## config.mk

```make
export PLATFORM = sky130hd
export DESIGN_NAME = bullet_bill_scheduler
export DESIGN_NICKNAME = d
export VERILOG_FILES = /design/src/rtl/game_pkg.sv /design/src/rtl/bullet_collision_check.sv /design/src/rtl/bullet_bill_scheduler.sv
export SDC_FILE = /design/constraint.sdc
export NUM_CORES = 1
export LEC_CHECK = 0
export CORE_AREA = 4 4 176 178
export DETAILED_ROUTE_END_ITERATION = 10
export DIE_AREA = 0 0 180 182
export MAX_ROUTING_LAYER = met4
export PLACE_DENSITY = 0.65
export SKIP_LAST_GASP = 1
export SLEW_MARGIN = 20
export SYNTH_ARGS = -nofsm -noshare
export SYNTH_HDL_FRONTEND = slang
export SYNTH_SLANG_ARGS = --single-unit
```

## constraint.sdc

```tcl
create_clock -name clk_i -period 5.88 [get_ports clk_i]
set_clock_uncertainty 0.05 [all_clocks]
set_input_delay 1.47 -clock clk_i [delete_from_list [all_inputs] [get_ports clk_i]]
set_output_delay 1.47 -clock clk_i [all_outputs]
set_load 0.05 [all_outputs]
```

## src/rtl/game_pkg.sv

```systemverilog
// Shared constants, types and the scheduler state encoding for the bullet-bill logic.
package game_pkg;

  // Screen geometry in pixels/blocks.
  localparam int unsigned BSIZE     = 40;
  localparam int unsigned GRID_COLS = 16;
  localparam int unsigned GRID_ROWS = 12;

  // Enemy (ddaver) grid dimensions.
  localparam int unsigned DDAVER_ROWS = 5;
  localparam int unsigned DDAVER_COLS = 6;

  // Bullet slot parameters; NUM_BULLETS is fixed by the graphics path.
  localparam int unsigned NUM_BULLETS = 3;
  localparam int unsigned SPAWN_COL   = 2;
  localparam int unsigned LAST_COL    = 15;
  localparam int unsigned MAX_ROW     = 10;

  // RGB444 color; zero means empty.
  typedef logic [11:0] color_t;

  typedef enum logic [2:0] {
    StIdle,
    StAdv0,
    StAdv1,
    StAdv2,
    StSpawn
  } sched_state_e;

endpackage

```

## src/rtl/bullet_collision_check.sv

```systemverilog
// Combinational one-step advance and collision test for a single bullet slot.
module bullet_collision_check
  import game_pkg::*;
(
  input  color_t      color_i,
  input  logic [3:0]  x_i,
  input  logic [3:0]  y_i,
  input  color_t      ddavers_i [0:DDAVER_ROWS-1][0:DDAVER_COLS-1],
  output logic [3:0]  next_x_o,
  output logic        free_o,
  output logic        hit_o,
  output logic        match_o,
  output logic [2:0]  row_o,
  output logic [2:0]  col_o
);

  logic [4:0] x_inc;
  logic [3:0] col_full;
  logic [2:0] row_idx;
  logic [2:0] col_idx;
  color_t     enemy;

  // Enemies sit on odd block rows and even block columns starting at column 4.
  always_comb begin
    x_inc    = {1'b0, x_i} + 5'd1;
    row_idx  = y_i[3:1];
    col_full = x_inc[4:1] - 4'd2;
    col_idx  = col_full[2:0];
    enemy    = '0;
    if (row_idx < 3'(DDAVER_ROWS) && col_idx < 3'(DDAVER_COLS)) begin
      enemy = ddavers_i[row_idx][col_idx];
    end

    next_x_o = x_inc[3:0];
    free_o   = 1'b0;
    hit_o    = 1'b0;
    match_o  = 1'b0;
    row_o    = row_idx;
    col_o    = col_idx;

    if (color_i != '0) begin
      if (x_inc > 5'(LAST_COL)) begin
        free_o = 1'b1;
      end else if (y_i[0] && !x_inc[0] && x_inc >= 5'd4 && enemy != '0) begin
        hit_o   = 1'b1;
        free_o  = 1'b1;
        match_o = (enemy == color_i);
      end
    end
  end

endmodule

```

## src/rtl/bullet_bill_scheduler.sv

```systemverilog
// Owns the bullet slots: spawns on fire, advances on tick and reports enemy hits.
module bullet_bill_scheduler
  import game_pkg::*;
(
  input  logic        clk_i,
  input  logic        reset_i,
  input  logic        tick_i,
  input  logic        fire_i,
  input  logic [11:0] fire_color_i,
  input  logic [3:0]  blockieee_i,
  input  logic [11:0] ddavers_i [0:DDAVER_ROWS-1][0:DDAVER_COLS-1],
  output logic [11:0] bullet_bill_color_o [0:NUM_BULLETS-1],
  output logic [3:0]  bullet_bill_x_loc_o [0:NUM_BULLETS-1],
  output logic [3:0]  bullet_bill_y_loc_o [0:NUM_BULLETS-1],
  output logic        hit_valid_o,
  output logic [2:0]  hit_row_o,
  output logic [2:0]  hit_col_o,
  output logic        hit_match_o,
  output logic [7:0]  kill_count_o,
  output logic        fire_drop_o,
  output logic        busy_o
);

  sched_state_e state_q, state_d;

  color_t     color_q [NUM_BULLETS];
  color_t     color_d [NUM_BULLETS];
  logic [3:0] x_q     [NUM_BULLETS];
  logic [3:0] x_d     [NUM_BULLETS];
  logic [3:0] y_q     [NUM_BULLETS];
  logic [3:0] y_d     [NUM_BULLETS];

  logic       tick_pend_q, tick_pend_d;
  logic       fire_pend_q, fire_pend_d;
  color_t     pend_color_q, pend_color_d;
  logic [3:0] pend_row_q, pend_row_d;

  logic       hit_valid_q, hit_valid_d;
  logic [2:0] hit_row_q, hit_row_d;
  logic [2:0] hit_col_q, hit_col_d;
  logic       hit_match_q, hit_match_d;
  logic [7:0] kill_q, kill_d;
  logic       fire_drop_q, fire_drop_d;

  logic [1:0] sel;
  logic [3:0] chk_next_x;
  logic       chk_free, chk_hit, chk_match;
  logic [2:0] chk_row, chk_col;
  logic       tick_consumed, fire_consumed, found;

  // Slot being advanced follows the ADVn state.
  always_comb begin
    case (state_q)
      StAdv1:  sel = 2'd1;
      StAdv2:  sel = 2'd2;
      default: sel = 2'd0;
    endcase
  end

  bullet_collision_check u_check (
    .color_i   (color_q[sel]),
    .x_i       (x_q[sel]),
    .y_i       (y_q[sel]),
    .ddavers_i (ddavers_i),
    .next_x_o  (chk_next_x),
    .free_o    (chk_free),
    .hit_o     (chk_hit),
    .match_o   (chk_match),
    .row_o     (chk_row),
    .col_o     (chk_col)
  );

  // Next-state: FSM sequencing, slot updates, hit reporting and request latching.
  always_comb begin
    state_d       = state_q;
    color_d       = color_q;
    x_d           = x_q;
    y_d           = y_q;
    tick_pend_d   = tick_pend_q;
    fire_pend_d   = fire_pend_q;
    pend_color_d  = pend_color_q;
    pend_row_d    = pend_row_q;
    hit_valid_d   = 1'b0;
    hit_row_d     = hit_row_q;
    hit_col_d     = hit_col_q;
    hit_match_d   = hit_match_q;
    kill_d        = kill_q;
    fire_drop_d   = 1'b0;
    tick_consumed = 1'b0;
    fire_consumed = 1'b0;
    found         = 1'b0;

    case (state_q)
      StIdle: begin
        if (tick_i || tick_pend_q) begin
          state_d       = StAdv0;
          tick_pend_d   = 1'b0;
          tick_consumed = 1'b1;
        end else if (fire_i || fire_pend_q) begin
          // Spawn reads the pending registers, which capture fire_i on this edge.
          state_d = StSpawn;
        end
      end
      StAdv0, StAdv1, StAdv2: begin
        if (color_q[sel] != '0) begin
          if (chk_free) begin
            color_d[sel] = '0;
            x_d[sel]     = '0;
            y_d[sel]     = '0;
          end else begin
            x_d[sel] = chk_next_x;
          end
          if (chk_hit) begin
            hit_valid_d = 1'b1;
            hit_row_d   = chk_row;
            hit_col_d   = chk_col;
            hit_match_d = chk_match;
            if (chk_match && kill_q != 8'hFF) begin
              kill_d = kill_q + 8'd1;
            end
          end
        end
        if (state_q == StAdv0) begin
          state_d = StAdv1;
        end else if (state_q == StAdv1) begin
          state_d = StAdv2;
        end else begin
          state_d = fire_pend_q ? StSpawn : StIdle;
        end
      end
      StSpawn: begin
        fire_consumed = 1'b1;
        fire_pend_d   = 1'b0;
        if (pend_color_q == '0 || pend_row_q > 4'(MAX_ROW)) begin
          fire_drop_d = 1'b1;
        end else begin
          for (int i = 0; i < NUM_BULLETS; i++) begin
            if (!found && color_q[i] == '0) begin
              found      = 1'b1;
              color_d[i] = pend_color_q;
              x_d[i]     = 4'(SPAWN_COL);
              y_d[i]     = pend_row_q;
            end
          end
          if (!found) begin
            fire_drop_d = 1'b1;
          end
        end
        if (tick_pend_q) begin
          state_d       = StAdv0;
          tick_pend_d   = 1'b0;
          tick_consumed = 1'b1;
        end else begin
          state_d = StIdle;
        end
      end
      default: state_d = StIdle;
    endcase

    // One-deep tick buffer; a tick on the consuming cycle is lost.
    if (tick_i && state_q != StIdle && !tick_consumed) begin
      tick_pend_d = 1'b1;
    end

    // Newest fire wins; overwriting an unconsumed request drops the old one.
    if (fire_i) begin
      if (fire_pend_q && !fire_consumed) begin
        fire_drop_d = 1'b1;
      end
      fire_pend_d  = 1'b1;
      pend_color_d = fire_color_i;
      pend_row_d   = blockieee_i;
    end
  end

  // State and output registers with synchronous reset.
  always_ff @(posedge clk_i) begin
    if (reset_i) begin
      state_q <= StIdle;
      for (int i = 0; i < NUM_BULLETS; i++) begin
        color_q[i] <= '0;
        x_q[i]     <= '0;
        y_q[i]     <= '0;
      end
      tick_pend_q  <= 1'b0;
      fire_pend_q  <= 1'b0;
      pend_color_q <= '0;
      pend_row_q   <= '0;
      hit_valid_q  <= 1'b0;
      hit_row_q    <= '0;
      hit_col_q    <= '0;
      hit_match_q  <= 1'b0;
      kill_q       <= '0;
      fire_drop_q  <= 1'b0;
    end else begin
      state_q      <= state_d;
      color_q      <= color_d;
      x_q          <= x_d;
      y_q          <= y_d;
      tick_pend_q  <= tick_pend_d;
      fire_pend_q  <= fire_pend_d;
      pend_color_q <= pend_color_d;
      pend_row_q   <= pend_row_d;
      hit_valid_q  <= hit_valid_d;
      hit_row_q    <= hit_row_d;
      hit_col_q    <= hit_col_d;
      hit_match_q  <= hit_match_d;
      kill_q       <= kill_d;
      fire_drop_q  <= fire_drop_d;
    end
  end

  assign bullet_bill_color_o = color_q;
  assign bullet_bill_x_loc_o = x_q;
  assign bullet_bill_y_loc_o = y_q;
  assign hit_valid_o         = hit_valid_q;
  assign hit_row_o           = hit_row_q;
  assign hit_col_o           = hit_col_q;
  assign hit_match_o         = hit_match_q;
  assign kill_count_o        = kill_q;
  assign fire_drop_o         = fire_drop_q;
  assign busy_o              = (state_q != StIdle);

endmodule

```

==> impl_metrics.csv <==
group,metric,value,unit
timing,setup_viol,0,
worst_setup_path,crit_family,"compound AO/OA/AOI/OAI gates",
timing,rsz0062_at_grt,"no",
floorplan,coreArea,29400,um^2
synth,synthTopCellsByCount,"185 x nand2_1, 98 x dfxtp_1, 98 x nor2_1",
pwr,p_leak,5.11,nW
floorplan,ios,458,
synth,synth_top_cell_by_area,"dfxtp_1",
clocking,h-tree-depth,3,
final_layout,nets,1959,
placement,portBuffers,457,
clocking,cts_root_buffer,"clkbuf_16",
clocking,clock_latency,0.36,ns
pwr,cellPowerDensity,217,nW/um^2
synth,netlist_instances,1166,
timing,worst_slew_margin_rel,29.7,%
run_status,outcome,"finished, final reports clean",
clocking,cts_buffers,9,
worst_setup_path,worstSetupEndpointType,"flop",
clocking,cts.sinks,98,
worst_setup_path,reg2reg_to,"kill_count_o[3]$_SDFFE_PP0P_",
timing,fin_crit_sh,93.5,%
timing,max_slew.worst_pin.slew,1.05,ns
routing,postRouteAntennaNets,0,
placement,gp_congestion,1.01,
global_routing,grtUsageMet1,40.1,%
global_routing,overflow,0,
worst_setup_path,crit_type,"reg -> reg",
hold_path,holdPathStages,2,
clocking,holdBufCountCts,0,
floorplan,die_h,182,um
timing,slew_viol_final,0,
floorplan,die_x,180,um
timing,hold_viol_final,0,
pwr,vdd_ir_drop_max,0.000179,V
routing,wl,51800,um
worst_setup_path,crit_required,6.07,ns
synth,synth_top_area_share,21.3,%
worst_setup_path,path_buf_inv,2,
synth,synth_area,9230,um^2
final_layout,seq_area,1960,um^2
global_routing,antenna_found_initial,12,
routing,routed-via-count,11500,
global_routing,use_met2,50.3,%
synth,syn_avg_cell_area,7.91,um^2
synth,synth-seq-cells,98,
placement,hpwl,42400,um
global_routing,grt_use_total,30.9,%
floorplan,start_util,31.4,%
worst_setup_path,startpoint_type,"flop",
routing,drt_iter0_drc,1157,
final_layout,multi_input_area,6650,um^2
synth,synth.area.top_cells,"dfxtp_1 21%, mux2i_1 9.4%, nand2_1 7.5%, mux4_2 7.1%, a22o_1 4.7%",
worst_setup_path,slowest_delay,0.52,ns
worst_setup_path,arrival,5.69,ns
clocking,cts_tree,"done",
worst_setup_path,startpoint,"state_q[2]$_SDFFE_PP0P_",
synth,async_flop_share,0,%
synth,synth_nets,1551,
final_layout,drive_above_1_share,8.68,%
synth,ys_warn_count,0,
routing,first_pass_iters,5,
global_routing,globalRouteMet3Util,5.47,%
global_routing,grt_most_used_layer,"met2",
hold_path,min_to,"bullet_bill_x_loc_o[6]$_SDFFE_PP0P_",
routing,drc_errors,0,
final_layout,area_growth,56.1,%
global_routing,grt_pass1_wl,76100,um
worst_setup_path,critPathMaxFanout,25,
timing,setup_tns,0,ns
synth,synth-edff-count,0,
routing,wire_per_inst,26.1,um
pwr,total_power,3.13,mW
synth,seq_area_frac_synth,21.3,%
synth,synth_cell_types,85,
final_layout,fillers,2862,
job,maxCapViolations,0,
worst_setup_path,reg2regPathDepth,17,
routing,routed_via_density,5.82,
worst_setup_path,path_cells,"nand2b_2, nor2_1, a21oi_1, inv_1, ha_4, buf_4, mux4_2, o221ai_1, a21oi_1, nand4_1, a21boi_0, a2111oi_0, and4_1, nand4_2, a311oi_4, nand4_1, mux2_1",
hold_path,hold_path.class,"reg -> reg",
timing,min_period,5.50,ns
clocking,cts.clk_slew.worst_paths,0.08,ns
global_routing,grt_pass1_vias,11400,
synth,synthMostInstantiatedCell,"nand2_1",
worst_setup_path,reg2reg_from,"state_q[2]$_SDFFE_PP0P_",
global_routing,grt_max_degree,75,
worst_setup_path,slowest_stage,"dfxtp_1",
clocking,cts_buffer_depth,2,
worst_setup_path,regToRegSetupSlack,0.38,ns
synth,synthFlopType,"dfxtp_1",
floorplan,die-area,32800,um^2
hold_path,hp-start,"bullet_bill_x_loc_o[6]$_SDFFE_PP0P_",
timing,clock.fmax,182,MHz
floorplan,rows,63,
cell families after synthesis:
| kind of cell | synth area share, % |
|---|---|
| AOI/OAI and AO/OA | 28.5 |
| xor gates and xnor gates | 0.475 |
| adders and majority gates | 0.786 |
| buffers and inverters | 7.15 |
| DFF | 21.3 |
| muxes | 20.3 |
| and+or+nand+nor | 21.5 |
power breakdown:
part / internal, mW / switching, mW / leakage [nW]
Clock: 0.338 / 0.283 / 0.153
Combinational: 0.746 / 1.05 / 4.17
Sequential: 0.684 / 0.0327 / 0.795
registers in the layout, indices dropped and copies added, names as in the netlist:
| register | flops |
|---|---|
| fire_drop_o | 1 |
| hit_match_o | 1 |
| bullet_bill_x_loc_o | 12 |
| state_q | 3 |
| kill_count_o | 8 |
| tick_pend_q | 1 |
| pend_color_q | 12 |
| hit_col_o | 3 |
| hit_valid_o | 1 |
| fire_pend_q | 1 |
| bullet_bill_y_loc_o | 12 |
| hit_row_o | 3 |
| pend_row_q | 4 |
| bullet_bill_color_o | 36 |
layer usage:
metal | vias up | share of wire, %
li1 | 5291 | -
met1 | 5590 | 43
met2 | 588 | 48
met3 | 69 | 7.0
met4 | 0 | 2.2
met5 | - | 0
repair_timing:
item,CTS,global route
resized for setup,0,3
buffers inserted,0,0
endpoints found under the setup margin,0,39
hold endpoints to repair,0,0
layout by cell type, fill, tap and decap left out, drive strengths merged, types with 8 or more instances in the layout:
master           n
nor3            16
diode           14
o21a             8
a211oi           9
a21oi           79
mux2i           91
clkdlybuf4s50  456
nand4           23
inv             19
clkbuf           9
nor2           100
nand3           44
a2111oi          8
nand2          185
nor2b           12
o221ai          12
o21ai           51
mux2            23
a311oi           8
a22o            49
o211ai          12
a221oi          23
buf             39
dfxtp           98
nor4            21
mux4            29
o22ai           11
a31oi           38
a21boi          14
final cells by class:
class                           count  share of cell area [%]
Inverter                           16                   0.417
Timing Repair Buffer              495                    34.0
Sequential cell                    98                    13.6
Clock inverter                      7                   0.564
Tap cell                          390                    3.39
Antenna cell                       14                   0.243
Multi-Input combinational cell    954                    46.2
Clock buffer                        9                    1.56
stage by stage:
step	utilization, %	cells	hold slack (ns)	setup slack, ns	area (um^2)
2_1_floorplan	-	1166	0.433	0.164	9230
3_3_place_gp	47.8	1953	0.416	0.513	14100
3_5_place_dp	47.8	1953	0.422	0.347	14100
4_1_cts	48.9	1969	0.433	0.328	14400
5_1_grt	49.0	1982	0.457	0.0194	14400
6_report	49.0	1983	0.432	0.382	14400
worst reg2reg max path, cell delays in order (launching register included):
cell and delay, ns:
dfxtp_1 0.52, nand2b_2 0.41, nor2_1 0.09, a21oi_1 0.27, inv_1 0.16, ha_4 0.43, buf_4 0.37, mux4_2 0.35
o221ai_1 0.33, a21oi_1 0.20, nand4_1 0.17, a21boi_0 0.12, a2111oi_0 0.39, and4_1 0.31, nand4_2 0.17, a311oi_4 0.52
nand4_1 0.16, mux2_1 0.35
worst max path at each step:
stage	slack (ns)	end	cells past startpoint
final	0.38	kill_count_o[3]$_SDFFE_PP0P_	17
after global routing	0.02	bullet_bill_color_o[11]$_SDFFE_PP0P_	18
after CTS	0.33	kill_count_o[3]$_SDFFE_PP0P_	17
after detailed placement	0.35	kill_count_o[3]$_SDFFE_PP0P_	17
after global placement	0.51	kill_count_o[3]$_SDFFE_PP0P_	19
after floorplan	0.16	kill_count_o[3]$_SDFFE_PP0P_	29
Note: power is estimated with default switching activity, not from simulation.
